[src/rtl/timer.sv]
// Loadable, saturating down-counter with one-cycle expiry pulse.
// Load has priority over count enable; reaching zero by decrement raises expired_o for one cycle.
module timer #(
    parameter int unsigned          WIDTH   = 4,
    parameter logic [WIDTH-1:0]     MAX_VAL = {WIDTH{1'b1}}
) (
    input  logic             clk_i,
    input  logic             rst_ni,
    input  logic             en_i,
    input  logic             load_i,
    input  logic [WIDTH-1:0] init_i,
    output logic [WIDTH-1:0] out_o,
    output logic             zero_o,
    output logic             expired_o
);

    logic [WIDTH-1:0] count_q, count_d;
    logic             expired_q, expired_d;

    always_ff @(posedge clk_i or negedge rst_ni) begin
        if (!rst_ni) begin
            count_q   <= MAX_VAL;
            expired_q <= 1'b0;
        end else begin
            count_q   <= count_d;
            expired_q <= expired_d;
        end
    end

    // Decrement saturates at zero, so holding at zero never re-fires expired.
    always_comb begin
        count_d   = count_q;
        expired_d = 1'b0;
        if (load_i) begin
            count_d = init_i;
        end else if (en_i && (count_q != '0)) begin
            count_d   = count_q - WIDTH'(1);
            expired_d = (count_q == WIDTH'(1));
        end
    end

    assign out_o     = count_q;
    assign zero_o    = (count_q == '0);
    assign expired_o = expired_q;

endmodule

[config.mk]
export PLATFORM = sky130hd
export DESIGN_NAME = timer
export DESIGN_NICKNAME = d
export VERILOG_FILES = /design/src/rtl/timer.sv
export SDC_FILE = /design/constraint.sdc
export NUM_CORES = 1
export LEC_CHECK = 0
export ABC_AREA = 1
export ABC_CLOCK_PERIOD_IN_PS = 1150
export BUFFER_PORTS_ARGS = -buffer_cell sky130_fd_sc_hd__buf_2
export CAP_MARGIN = 20
export CORE_AREA = 3 3 40 42
export CTS_CLUSTER_SIZE = 8
export DETAILED_ROUTE_END_ITERATION = 6
export DIE_AREA = 0 0 43 45
export GPL_TIMING_DRIVEN = 0
export PLACE_DENSITY_LB_ADDON = 0.2
export SLEW_MARGIN = 20
export SYNTH_ARGS = -nofsm -noshare
export SYNTH_HDL_FRONTEND = slang
export SYNTH_SLANG_ARGS = --single-unit
[constraint.sdc]
create_clock -name clk_i -period 1.15 [get_ports clk_i]
set_clock_uncertainty 0.05 [all_clocks]
set_input_delay 0.23 -clock clk_i [delete_from_list [all_inputs] [get_ports clk_i]]
set_output_delay 0.23 -clock clk_i [all_outputs]
set_load 0.01 [all_outputs]
==> impl_metrics.ini <==
[run_status]
outcome = finished, violations left
violations = setup timing

[placed_design]
hpwl_um = 596
portBuffers = 12
place.gp.congestion = 0.714

[setup_path]
cp-end-kind = output pin
path_class = reg2out
required_ns = 0.87
reg2reg_depth = 9
path_max_fanout = 2
critical_path_arrival_ns = 1.17
worstSetupStartpointType = flop
r2r_slack_ns = -0.18

[worst_hold_path]
hold_path_depth = 5
hold_path.class = in2reg

[clock_network]
cts_buffers = 3
cts_tree = built
root_buffer = clkbuf_4
clk_pin_slew_ns = 0.05
clockBufferDepth = 2
htreeDepth = 1
cts.sinks = 5
worst_skew_pair.late_latency_ns = 0.24

[grt]
grtUsageMet1 = 0.123
grt_pass1_wl_mm = 1.37
grt_overflow = 0
antenna_found_initial = 0
grt_start_max_net_pins = 10
grtUsageMet2 = 0.150
grt_pass1_vias = 333
groute.usage.overall = 0.0988
met3_usage = 0.0359
grt_busiest_layer = met2

[timing]
clock.fmax_mhz = 688
drv_slew = 0
post-route-period-util = 1.26
final-hold-violation-count = 0
whs_ns = 0.230
worstMarginPinSlew_ns = 0.175
slew_headroom = 0.883
finalSetupTns_ns = -1.43
setup_ws_ns = -0.304
setup_viol = 10
fin_crit_ns = 1.45
rsz0062_at_grt = true

[layout]
utilization = 0.469
final_cell_mix = nand2_1 (22), buf_2 (8), buf_6 (7), buf_4 (7), inv_2 (5)
drive_above_1_share = 0.532
area_growth_pct = 69.1
antennaDiodeCount = 0
final_common_cell = nand2_1
layout.nets = 88

[logic_synthesis]
synth_area_um2 = 357
syn_area_per_cell_um2 = 6.99
synth_seq_cells = 5
ys_seq_area_frac = 0.365
ys_types = 15
yosysWarnings = 0
ys_top_cells_by_area = dfstp_2 (29%), nand2_1 (23%), dfrtp_1 (7.0%)
netlist_instances = 51
synth_top_cell_by_area = dfstp_2
syn-num-nets = 61
yosysTopAreaCellShare = 0.295

[drt]
wl_per_cell_um = 9.68
via_per_inst = 4.30
vias = 396
drtIter0Drc = 11
drc = 0
wl_um = 891
ant_nets = 0
dr.pass1.iters = 4

[floorplan]
start_util = 0.278
io_pins = 14
dieArea_mm2 = 0.00194
placementRows = 13
die_width_um = 43
die_h_um = 45
core-area_mm2 = 0.00128

[flow_run]
drv_cap = 0

[power_and_ir_drop]
leakage_nw = 0.333
peakVddDrop_uv = 895
finalPower_mw = 0.918
power.density_mw_per_mm2 = 1520
[report_power, final]
group,switching (mW),leakage (nW),internal [mW]
Clock,0.0683,0.0150,0.131
Combinational,0.209,0.262,0.246
Sequential,0.0349,0.0558,0.229
Total,0.312,0.333,0.606
[cells by family after synthesis]
| group | after synthesis | share of synthesized area |
|---|---|---|
| flops | 5 | 0.365 |
| compound gates | 2 | 0.0281 |
| simple gates | 34 | 0.449 |
| fa+ha+maj | 2 | 0.0702 |
| buf+inv | 8 | 0.0877 |
[metrics by stage]
step | area, um^2 | std cells | setup slack (ns)
floorplan | 374 | 51 | -0.0520
global placement | 453 | 78 | -0.142
detailed placement | 453 | 78 | -0.136
CTS | 566 | 89 | -0.308
global route | 603 | 92 | -0.356
finish | 603 | 92 | -0.304
[worst paths after layout]
path                                       from                   end
setup / recovery           out_o[0]$_DFFE_PN1P_                zero_o
min in group asynchronous                rst_ni   expired_o$_DFF_PN0_
setup reg to reg           out_o[0]$_DFFE_PN1P_  out_o[2]$_DFFE_PN1P_
max in group asynchronous                rst_ni  out_o[0]$_DFFE_PN1P_
hold / removal                        init_i[3]  out_o[3]$_DFFE_PN1P_
hold reg to reg            out_o[2]$_DFFE_PN1P_  out_o[2]$_DFFE_PN1P_
[critical path, stage by stage, from the launching register on]
cell and delay [ns]:
dfstp_2 0.54, inv_2 0.05, ha_4 0.16, nand2_4 0.05, inv_2 0.03, buf_6 0.10
[cell usage after synthesis]
library cell,instances
nand3b_1,2
nand2_4,1
nor2_2,1
inv_2,1
buf_2,1
nand2_2,2
inv_1,6
nand3_1,3
dfrtp_1,1
o21ai_0,2
dfstp_2,4
nand2_1,22
nor2_1,2
nor3_2,1
ha_1,2
[state kept, by name, summed over array words and instances, names as in the netlist]
name       cells
out_o          4
expired_o      1
[layer usage]
metal	vias to the layer above	part of all wire
li1	206	-
met1	183	0.45
met2	7	0.52
met3	0	0.036
met4	0	0
met5	-	0
[area by class of cell]
cell class	instances	area, um^2
fillers	135	682
multi-input cells	38	220
repair buffers	22	176
flip-flops and latches	5	130
clock buffers	4	26.3
inverters	7	26.3
well taps	15	18.8
plain buffers	1	5.00
[repair_timing]
item | CTS | global route
endpoints found under the hold margin | 5 | 0
resized for setup | 5 | 5
pin swaps | 1 | 1
buffers inserted | 6 | 4
hold buffers | 1 | 0
setup endpoints to repair | 10 | 10
cloned | 0 | 0
Note: power is estimated with default switching activity, not from simulation.
